[src/rtl/bus_cycle_controller.sv]
// 68000-style bus cycle controller: per-region wait states, DRAM ready handshake, DTACK/BERR strobes.
// Define BUS_TIMEOUT_EN to build the WAIT-state timeout counter and the BERR path.
module bus_cycle_controller #(
  parameter int ROM_WAIT       = 0,
  parameter int RAM_WAIT       = 1,
  parameter int IO_WAIT        = 3,
  parameter int TIMEOUT_CYCLES = 255
) (
  input  logic Clock,
  input  logic Reset_H,
  input  logic AS_L,
  input  logic UDS_L,
  input  logic LDS_L,
  input  logic OnChipRomSelect_H,
  input  logic OnChipRamSelect_H,
  input  logic IOSelect_H,
  input  logic DramSelect_H,
  input  logic DramReady_H,
  output logic DTACK_L,
  output logic BERR_L,
  output logic Busy_H
);

  typedef enum logic [1:0] {S_IDLE, S_WAIT, S_ACK, S_BERR} state_e;
  typedef enum logic [2:0] {R_ROM, R_RAM, R_IO, R_DRAM, R_NONE} region_e;

  if (TIMEOUT_CYCLES < 2 || TIMEOUT_CYCLES > 255) begin : g_bad_timeout
    $error("TIMEOUT_CYCLES must be in 2..255");
  end

  state_e      state_q, state_d;
  region_e     region_q, region_d, sel_region;
  logic [7:0]  wait_q, wait_d, sel_wait;
  logic        dtack_q, dtack_d;
  logic        done;
  logic        tmo_hit;

  // Decoder selects may overlap; fixed priority ROM > RAM > IO > DRAM.
  always_comb begin
    sel_region = R_NONE;
    sel_wait   = '0;
    if (OnChipRomSelect_H) begin
      sel_region = R_ROM;
      sel_wait   = 8'(ROM_WAIT);
    end else if (OnChipRamSelect_H) begin
      sel_region = R_RAM;
      sel_wait   = 8'(RAM_WAIT);
    end else if (IOSelect_H) begin
      sel_region = R_IO;
      sel_wait   = 8'(IO_WAIT);
    end else if (DramSelect_H) begin
      sel_region = R_DRAM;
    end
  end

`ifdef BUS_TIMEOUT_EN
  logic [7:0] tmo_q, tmo_d;
  logic       berr_q, berr_d;

  assign tmo_hit = (tmo_q == 8'(TIMEOUT_CYCLES - 1));

  always_comb begin
    tmo_d = tmo_q;
    if (state_q == S_IDLE)
      tmo_d = '0;
    else if (state_q == S_WAIT && tmo_q != 8'hFF)
      tmo_d = tmo_q + 8'd1;
  end

  always_ff @(posedge Clock) begin
    if (Reset_H) tmo_q <= '0;
    else         tmo_q <= tmo_d;
  end
`else
  assign tmo_hit = 1'b0;
`endif

  always_comb begin
    state_d  = state_q;
    region_d = region_q;
    wait_d   = wait_q;
    dtack_d  = dtack_q;
`ifdef BUS_TIMEOUT_EN
    berr_d   = berr_q;
`endif
    done     = 1'b0;
    unique case (state_q)
      S_IDLE: begin
        if (!AS_L && (!UDS_L || !LDS_L)) begin
          state_d  = S_WAIT;
          region_d = sel_region;
          wait_d   = sel_wait;
        end
      end
      S_WAIT: begin
        unique case (region_q)
          R_ROM, R_RAM, R_IO: done = (wait_q == '0);
          R_DRAM:             done = DramReady_H;
          default:            done = 1'b0;
        endcase
        if (wait_q != '0) wait_d = wait_q - 8'd1;
        // Abort beats completion, completion beats timeout.
        if (AS_L) begin
          state_d = S_IDLE;
        end else if (done) begin
          state_d = S_ACK;
          dtack_d = 1'b0;
        end else if (tmo_hit) begin
          state_d = S_BERR;
`ifdef BUS_TIMEOUT_EN
          berr_d  = 1'b0;
`endif
        end
      end
      S_ACK, S_BERR: begin
        if (AS_L) begin
          state_d = S_IDLE;
          dtack_d = 1'b1;
`ifdef BUS_TIMEOUT_EN
          berr_d  = 1'b1;
`endif
        end
      end
      default: state_d = S_IDLE;
    endcase
  end

  always_ff @(posedge Clock) begin
    if (Reset_H) begin
      state_q  <= S_IDLE;
      region_q <= R_NONE;
      wait_q   <= '0;
      dtack_q  <= 1'b1;
`ifdef BUS_TIMEOUT_EN
      berr_q   <= 1'b1;
`endif
    end else begin
      state_q  <= state_d;
      region_q <= region_d;
      wait_q   <= wait_d;
      dtack_q  <= dtack_d;
`ifdef BUS_TIMEOUT_EN
      berr_q   <= berr_d;
`endif
    end
  end

  assign DTACK_L = dtack_q;
`ifdef BUS_TIMEOUT_EN
  assign BERR_L  = berr_q;
`else
  assign BERR_L  = 1'b1;
`endif
  assign Busy_H  = (state_q != S_IDLE);

endmodule
[config.mk]
export PLATFORM = sky130hd
export DESIGN_NAME = bus_cycle_controller
export DESIGN_NICKNAME = d
export VERILOG_FILES = /design/src/rtl/bus_cycle_controller.sv
export SDC_FILE = /design/constraint.sdc
export NUM_CORES = 1
export LEC_CHECK = 0
export ABC_AREA = 1
export CAP_MARGIN = 20
export CORE_MARGIN = 3
export CORE_UTILIZATION = 42
export CTS_CLUSTER_SIZE = 25
export DETAILED_ROUTE_END_ITERATION = 16
export GPL_ROUTABILITY_DRIVEN = 1
export PLACE_DENSITY = 0.72
export SLEW_MARGIN = 20
export SYNTH_ARGS = -nofsm -noshare
export SYNTH_HDL_FRONTEND = slang
export SYNTH_SLANG_ARGS = --single-unit
[constraint.sdc]
create_clock -name Clock -period 2.4 [get_ports Clock]
set_input_delay 0.48 -clock Clock [delete_from_list [all_inputs] [get_ports Clock]]
set_output_delay 0.48 -clock Clock [all_outputs]
set_load 0.01 [all_outputs]
==> metrics.md, run 1 <==
| Metric | Value |
|---|---|
| Routed vias | 879 |
| CP Class | register to output pin |
| I/O pins | 13 |
| Warnings from Yosys | 0 |
| Critical Path End Type | output pin |
| Outcome | complete, no violations |
| Distinct cells, synth | 25 |
| Nets | 165 |
| CTS max path bufs | 2 |
| CP startpoint | state_q[0] |
| Endpoints failing setup | 0 |
| Die outline area | 0.00270 mm^2 |
| F_max | roughly 500 MHz |
| Sw frac | 36.9% |
| Power density over cell area | 605 mW/mm^2 |
| Final Cycle Share | 81.7% |
| Max Cap Viol | 0 |
| Most frequent cells in the layout | 36 x nand2_1, 20 x inv_1, 14 x dfxtp_1, 14 x nor2_1, 13 x nand3_1 |
| Final wirelength | 1.87 mm |
| Fin crit period | 1.96 ns |
| Root Driver | clkbuf_4 |
| Rows | 15 |
| Register area | 280 um^2 |
| Syn nets | 150 |
| FF-to-FF path depth | 9 |
| Cell Area, Synth | 886 um^2 |
| Worst hold margin | 0.460 ns |
| Placed insts | 173 |
| Routed len/inst | around 11 um |
| CTS tree | done |
| Top cell type's share of synthesized area | 31.6% |
| RSZ-0062 raised after global routing | false |
| Area growth from synthesis to layout | 18.1% |
| Min-Delay Path Class | register to register |
| Worst r2r src | wait_q[0] |
| Post-synth top area cell | dfxtp_1 |
| GPL Wtd Cong | slightly below 0.9 |
| Multi-input logic area | around 500 um^2 |
| GRT Overall Usage | 16.7% |
| Clock Pin Slew Worst Setup and Hold Paths | ~0.09 ns |
| Post-CTS Hold Fix Bufs | 0 |
| Number of remaining DRC errors | 0 |
| Int Power | 0.399 mW |
| Synth area leaders | dfxtp_1 32%, nand2_1 15%, inv_1 8.5% |
| Skew-Pair Late Insertion Delay | 0.28 ns |
| DP Wirelength | 1.46 mm |
| # diodes | 0 |
| Synthesized area per cell | 6.42 um^2 |
| Drt initial violations | 17 |
| Critical path arrival | approximately 1.5 ns |
| Net Switching | about 0.23 mW |
| Global-route wire length before repair | 3.37 mm |
| IO buf count | 11 |
| Vias in the first global route | roughly 820 |
| Die X-Extent | 51.9 um |
| Commonest non-fill, non-tap cell in the layout | nand2_1 |
| Chip height | roughly 52 um |
| CTS buffer count | 3 |
| Share of cells above drive strength 1 | about an eighth |
| Yosys reg bits | 14 |
| Initial antenna violation count | 0 |
| Syn Inst Count | 138 |
| Combinational share of power | a little over a third |
| Power, Total | 0.632 mW |
| Fillers | 187 |
| Reg power frac | 42.1% |
| Max Slew Vio Count | 0 |
| Setup crit start kind | register |
| Worst Setup EP | Busy_H |
| Post-CTS resize count | 0 |
| Setup_tns | 0 ns |
| Remaining Overflow, GRT | 0 |
| Final hold vios | 0 |
| Sequential area share after synthesis | 31.6% |
| Leak | 0.496 nW |
| Drt pass-1 iters | 4 |
| CP required | 1.92 ns |
| CTS sink cnt | 14 |
| Final ANT Viol Nets | 0 |
| Largest net degree at the start of global routing | 11 |
| Initial Utilization | a little under half |
| Worst R2R Setup Slack | 0.98 ns |
| Post-CTS setup buffers | 0 |
| Crit-path max FO | 4 |
| H-tree levels | 1 |
| Clock power share | 21.4% |
| Final std cells w/o fill | between 150 and 200 |
| Core area | 0.00186 mm^2 |
| Worst r2r dst | wait_q[5] |
| Clk_skew | approximately 0.0060 ns |
| Max VDD drop | 0.000324 V |
| Vias per cell | 4.99 |
==> power groups by stage <==
stage                     Clock [mW]  Sequential, mW  Combinational, mW
after global placement             0           0.271              0.223
after detailed placement           0           0.271              0.229
final                          0.135           0.266              0.231
after global routing           0.148           0.269              0.264
after floorplan                    0           0.268              0.174
after CTS                      0.141           0.266              0.230
==> worst min path at each step <==
stage,from,endpoint,slack (ns),cells past startpoint
final,DTACK_L,DTACK_L,0.46,2
after global routing,region_q[1],region_q[1],0.51,2
after global placement,DTACK_L,DTACK_L,0.44,2
after CTS,DTACK_L,DTACK_L,0.47,2
after detailed placement,DTACK_L,DTACK_L,0.45,2
after floorplan,region_q[0],region_q[0],0.44,2
==> flip-flops by register name (all words and copies together) (netlist names) <==
register and count:
wait_q 8, DTACK_L 1, state_q 2, region_q 3
==> cells by family after synthesis <==
group                    Yosys count  synth area share [%]
AO/OA/AOI/OAI                     17                  10.9
buffers and inverters             26                  11.6
XOR/XNOR                           1                 0.989
AND/OR/NAND/NOR                   77                  41.7
flip-flops                        14                  31.6
other                              1                 0.423
adder cells (fa/ha/maj)            2                  2.82
==> per-stage QoR <==
stage / instance area [um^2] / setup slack (ns) / utilization [%]
after floorplan: 886 / 1.16 / -
after global placement: 1020 / 0.651 / 55.1
after detailed placement: 1020 / 0.592 / 55.1
after CTS: 1050 / 0.406 / 56.3
after global routing: 1050 / 0.316 / 56.3
final: 1050 / 0.439 / 56.3
==> final cells by class <==
class	instances	share of cell area (%)
Tap cell	25	2.99
Clock buffer	3	2.15
Inverter	24	8.73
Multi-Input combinational cell	98	48.1
Timing Repair Buffer	12	11.2
Sequential cell	14	26.8
==> Yosys cell counts (all sizes together) <==
| master | n |
|---|---|
| a21oi | 11 |
| nor2 | 16 |
| o21ai | 3 |
| clkinv | 1 |
| xor2 | 1 |
| conb | 1 |
| nor3 | 2 |
| nand2 | 42 |
| clkbuf | 1 |
| inv | 23 |
| or2 | 1 |
| ha | 2 |
| dfxtp | 14 |
| nand4 | 2 |
| buf | 1 |
| o211ai | 2 |
| nand3 | 14 |
| o31ai | 1 |
==> worst max-delay path, stage by stage, from the launching register on <==
cell             delay [ns]
dfxtp_1                0.48
inv_1                  0.10
nand2_1                0.09
clkdlybuf4s50_1        0.54
==> per-layer routing <==
metal  share of wire (%)  vias to the layer above  global-route usage, %
li1                    -                      460                      -
met1                  46                      387                   20.7
met2                  46                       25                   27.6
met3                 5.6                        7                   3.44
met4                 2.4                        0                   7.42
met5                   0                        -                      0
Power figures use the tool's default switching activity.
==> run 2: changes to the inputs <==
--- a/config.mk
+++ b/config.mk
@@ -12,7 +12,7 @@
 export CTS_CLUSTER_SIZE = 25
 export DETAILED_ROUTE_END_ITERATION = 16
 export GPL_ROUTABILITY_DRIVEN = 1
-export PLACE_DENSITY = 0.72
+export PLACE_DENSITY = 0.75
 export SLEW_MARGIN = 20
 export SYNTH_ARGS = -nofsm -noshare
 export SYNTH_HDL_FRONTEND = slang
==> constraint.sdc (replaced) <==
create_clock -name Clock -period 1.7 [get_ports Clock]
set_input_delay 0.34 -clock Clock [delete_from_list [all_inputs] [get_ports Clock]]
set_output_delay 0.34 -clock Clock [all_outputs]
set_load 0.01 [all_outputs]
==> run 2 against run 1 <==
Total power rose by 50%. Non-clock buffer count rose by 1. Hold slack barely moved. Sequential power rose by 40%. Via count fell by 3.8%. Largest cell class unchanged. Largest power group unchanged. Highest routed layer unchanged.
==> metrics.md, run 2 (synthesized netlist as in run 1, its figures left out) <==
| Metric | Value |
|---|---|
| Outcome | complete, no violations |
| GPL Wtd Cong | between 0.8 and 0.9 |
| CP delay by family, top | buffers and inverters |
| Worst R2R Setup Slack | around 0.3 ns |
| F_max | 676 MHz |
| Max VDD drop | 0.000565 V |
| CP required | around 1.4 ns |
| Placed Area | slightly above 0.001 mm^2 |
| Power density over cell area | around 900 mW/mm^2 |
| Root Driver | clkbuf_4 |
| Final ANT Viol Nets | 0 |
| Largest register FFs | 8 |
| Nets | 166 |
| CP Class | register to output pin |
| Final Cycle Share | 87.0% |
| Vias in the first global route | just over 700 |
| DP Wirelength | 1.42 mm |
| Min-Delay Path Class | register to register |
| Die outline area | 0.00270 mm^2 |
| Critical-path cell with the highest stage delay | clkdlybuf4s50_1 |
| H-tree levels | 1 |
| Crit-path cells | clkdlybuf4s50_1 |
| Chip height | roughly 52 um |
| Initial Utilization | 47.7% |
| Clock Pin Slew Worst Setup and Hold Paths | 0.08 ns |
| Most frequent cells in the layout | 36 x nand2_1, 20 x inv_1, 14 x dfxtp_1, 14 x nor2_1, 13 x nand3_1 |
| Number of remaining DRC errors | 0 |
| GRT Overall Usage | between 10% and 20% |
| Final hold vios | 0 |
| Crit-path max FO | 2 |
| Power, Total | 0.946 mW |
| Worst hold margin | 0.460 ns |
| Final wirelength | 1.76 mm |
| CTS tree | done |
| Post-CTS Hold Fix Bufs | 0 |
| Commonest non-fill, non-tap cell in the layout | nand2_1 |
| Buf/Inv on CP | 1 |
| RSZ-0062 raised after global routing | false |
| Routed len/inst | between 9 and 10 um |
| Clk_skew | 0.0111 ns |
| CTS sink cnt | 14 |
| Setup_tns | 0 ns |
| Vias per cell | 4.75 |
| Fin crit period | 1.48 ns |
| Core area | 0.00186 mm^2 |
| Rows | 15 |
| Global-route wire length before repair | between 2 and 3 mm |
| I/O pins | 13 |
| CTS max path bufs | 2 |
| Die X-Extent | 51.9 um |
| Multi-input logic area | 503 um^2 |
| Design Area, Final | 0.00107 mm^2 |
| Leak | 0.512 nW |
| Endpoints failing setup | 0 |
| CTS buffer count | 3 |
| Fillers | roughly 170 |
| Max Slew Vio Count | 0 |
| Critical Path End Type | output pin |
| IO buf count | 11 |
| Register area | 280 um^2 |
| Largest net degree at the start of global routing | 11 |
| Critical path arrival | between 1 and 1.5 ns |
| Worst path max stage delay | between 0.5 and 0.6 ns |
| Drt pass-1 iters | 4 |
| Largest Register | wait_q |
| Remaining Overflow, GRT | 0 |
| Share of cells above drive strength 1 | 13.7% |
| Drt initial violations | 26 |
| Area growth from synthesis to layout | 20.3% |
| Max Cap Viol | 0 |
| Initial antenna violation count | 0 |
| Routed vias | 846 |
| # diodes | 0 |
| Largest registers | wait_q (8), region_q (3), state_q (2) |
| Skew-Pair Late Insertion Delay | 0.28 ns |
| Setup crit start kind | register |
run 2: power breakdown:
group,internal (mW),switching (mW)
Clock,0.130,0.115
Combinational,0.128,0.200
Sequential,0.355,0.0170
Total,0.614,0.332
run 2: layout make-up:
cell class / instances / area share [%]
Clock buffer: 4 / 3.40
Tap cell: 25 / 2.93
Inverter: 24 / 8.57
Timing Repair Buffer: 13 / 11.6
Sequential cell: 14 / 26.3
Multi-Input combinational cell: 98 / 47.2
run 2: timing repair:
action	4_1_cts	5_1_grt
gates resized for setup	1	0
buffers inserted	0	0
setup endpoints to repair	1	0
run 2: final timing paths:
kind              startpoint   endpoint  cells past startpoint
setup / recovery     DTACK_L    DTACK_L                      1
hold / removal       DTACK_L    DTACK_L                      2
setup reg to reg   wait_q[0]  wait_q[5]                      9
hold reg to reg      DTACK_L    DTACK_L                      2
run 2: stage by stage:
step / setup WS [ns] / utilization [%] / cells
2_1_floorplan: 0.476 / - / 138
3_3_place_gp: 0.108 / 55.5 / 174
3_5_place_dp: 0.0139 / 55.5 / 174
4_1_cts: 0.210 / 57.4 / 178
5_1_grt: 0.166 / 57.4 / 178
6_report: 0.221 / 57.4 / 178
run 2: metal layers:
metal  part of all wire (%)  wire length [um]  vias up  global-route usage, %
li1                       -                 -      458                      -
met1                     49               862      360                   18.6
met2                     44               767       24                   22.8
met3                    5.0                87        4                   3.44
met4                    2.2                38        0                   9.17
met5                      0                 0        -                      0
==> run 3: changes to the inputs <==
--- a/config.mk
+++ b/config.mk
@@ -7,7 +7,6 @@
 export LEC_CHECK = 0
 export ABC_AREA = 1
 export CAP_MARGIN = 20
-export CORE_MARGIN = 3
 export CORE_UTILIZATION = 42
 export CTS_CLUSTER_SIZE = 25
 export DETAILED_ROUTE_END_ITERATION = 16
==> run 3 against run 2 <==
Setup slack worse by 0.0078 ns. Die area fell by 15%. Final cell count up 1.1%. Critical endpoint unchanged. Largest cell class unchanged. Largest power group unchanged.
==> metrics.md, run 3 (synthesized netlist as in run 1, its figures left out) <==
| Metric | Value |
|---|---|
| Outcome | complete, no violations |
| Global-route wire length before repair | 3.14 mm |
| Endpoints failing setup | 0 |
| Final wirelength | 1.88 mm |
| Power, Total | 0.956 mW |
| Clock Pin Slew Worst Setup and Hold Paths | 0.09 ns |
| Routed vias | 873 |
| Vias per cell | 4.85 |
| CTS buffer count | 3 |
| Largest registers | wait_q (8), region_q (3), state_q (2) |
| Setup_tns | 0 ns |
| Vias in the first global route | between 700 and 800 |
| Fillers | 193 |
| Root Driver | clkbuf_4 |
| Largest net degree at the start of global routing | 11 |
| CP delay by family, top | buffers and inverters |
| Buf/Inv on CP | 1 |
| Rows | 16 |
| Worst hold margin | 0.467 ns |
| CP required | 1.36 ns |
| Commonest non-fill, non-tap cell in the layout | nand2_1 |
| Share of cells above drive strength 1 | 14.4% |
| Initial Utilization | about 45% |
| Initial antenna violation count | 0 |
| Drt pass-1 iters | 4 |
| Setup crit start kind | register |
| Crit-path cells | clkdlybuf4s50_1 |
| Grt met1 use | 26.2% |
| Core area | 0.00198 mm^2 |
| Final hold vios | 0 |
| RSZ-0062 raised after global routing | false |
| Largest Register | wait_q |
| Remaining Overflow, GRT | 0 |
| Fin crit period | 1.49 ns |
| CP Class | register to output pin |
| CTS max path bufs | 2 |
| Number of remaining DRC errors | 0 |
| Met3 Use GR | 3.40% |
| Area growth from synthesis to layout | 21.2% |
| Crit-path max FO | 2 |
| CTS sink cnt | 14 |
| Final Cycle Share | 87.5% |
| Largest register FFs | 8 |
| Clk_skew | 0.00457 ns |
| # diodes | 0 |
| I/O pins | 13 |
| GRT Overall Usage | 19.6% |
| Most frequent cells in the layout | 36 x nand2_1, 20 x inv_1, 14 x nor2_1, 13 x dfxtp_1, 13 x nand3_1 |
| Skew-Pair Late Insertion Delay | 0.28 ns |
| Min-Delay Path Class | register to register |
| Max Slew Vio Count | 0 |
| Grt met2 use | 31.1% |
| Max VDD drop | 0.000503 V |
| Final ANT Viol Nets | 0 |
| CTS tree | done |
| IO buf count | 11 |
| Die outline area | approximately 0.0023 mm^2 |
| Chip height | approximately 48 um |
| Drt initial violations | 36 |
| GRT Max-Usage Layer | met2 |
| H-tree levels | 1 |
| Final std cells w/o fill | 180 |
| F_max | 673 MHz |
| Max Cap Viol | 0 |
| Worst path max stage delay | 0.53 ns |
| Nets | 166 |
| Placed insts | between 150 and 200 |
| Critical Path End Type | output pin |
| GPL Wtd Cong | 0.869 |
| Power density over cell area | 891 mW/mm^2 |
| Critical path arrival | 1.15 ns |
| Routed len/inst | between 10 and 15 um |
| Leak | 0.523 nW |
| Die X-Extent | about 48 um |
| Critical-path cell with the highest stage delay | clkdlybuf4s50_1 |
| DP Wirelength | 1.52 mm |
==> run 3: cell types whose count changed in the layout (fill, tap and decap cells not counted), sizes merged <==
cell,change
dlygate4sd2,-1
dlymetal6s2s,+1
==> run 3: path summary, 6_finish.rpt <==
kind / depth (start not counted) / to / slack [ns] / from
worst max-delay path: 1 / DTACK_L / 0.21 / DTACK_L
worst max register to register: 9 / wait_q[5] / 0.27 / wait_q[0]
worst min register to register: 2 / DTACK_L / 0.47 / DTACK_L
worst min-delay path: 2 / DTACK_L / 0.47 / DTACK_L
==> run 3: worst reg2reg max path, delay by kind of cell (launching register included) <==
family	cells	cell delay [ns]
adder cells (fa/ha/maj)	1	0.20
AND/OR/NAND/NOR	6	0.60
buffers and inverters	2	0.19
flip-flops	1	0.33
==> run 3: what timing repair did <==
| action | CTS | global route |
|---|---|---|
| endpoints found under the hold margin | 0 | 0 |
| hold buffers | 0 | 0 |
| setup buffers | 0 | 0 |
| gates cloned | 0 | 0 |
| gates resized for setup | 1 | 1 |
| endpoints found under the setup margin | 1 | 1 |
==> run 3: through the flow <==
stage | area (um^2) | setup WS (ns) | util [%]
finish | 1070 | 0.213 | 54.2
global route | 1070 | 0.104 | 54.2
CTS | 1070 | 0.0162 | 54.0
detailed placement | 1030 | 0.0426 | 52.1
global placement | 1030 | 0.107 | 52.1
floorplan | 886 | 0.476 | -
==> run 3: area by class of cell <==
| class | count | area, um^2 | area share [%] |
|---|---|---|---|
| multi-input combinational | 98 | 503 | 46.9 |
| sequential | 14 | 282 | 26.2 |
| timing repair buffer | 13 | 128 | 11.9 |
| inverter | 24 | 91.3 | 8.51 |
| clock buffer | 4 | 36.3 | 3.38 |
| tap | 27 | 33.8 | 3.15 |
==> run 3: per-layer routing <==
layer,part of all wire [%],wire (um)
met5,0,0
met4,0.85,16
met1,47,889
met3,3.5,65
met2,48,905
==> run 3: report_power, final <==
| part | total, mW | internal (mW) | switching (mW) |
|---|---|---|---|
| combinational | 0.334 | 0.129 | 0.205 |
| sequential | 0.372 | 0.355 | 0.0165 |
| clock | 0.251 | 0.130 | 0.121 |
| total | 0.956 | 0.615 | 0.342 |
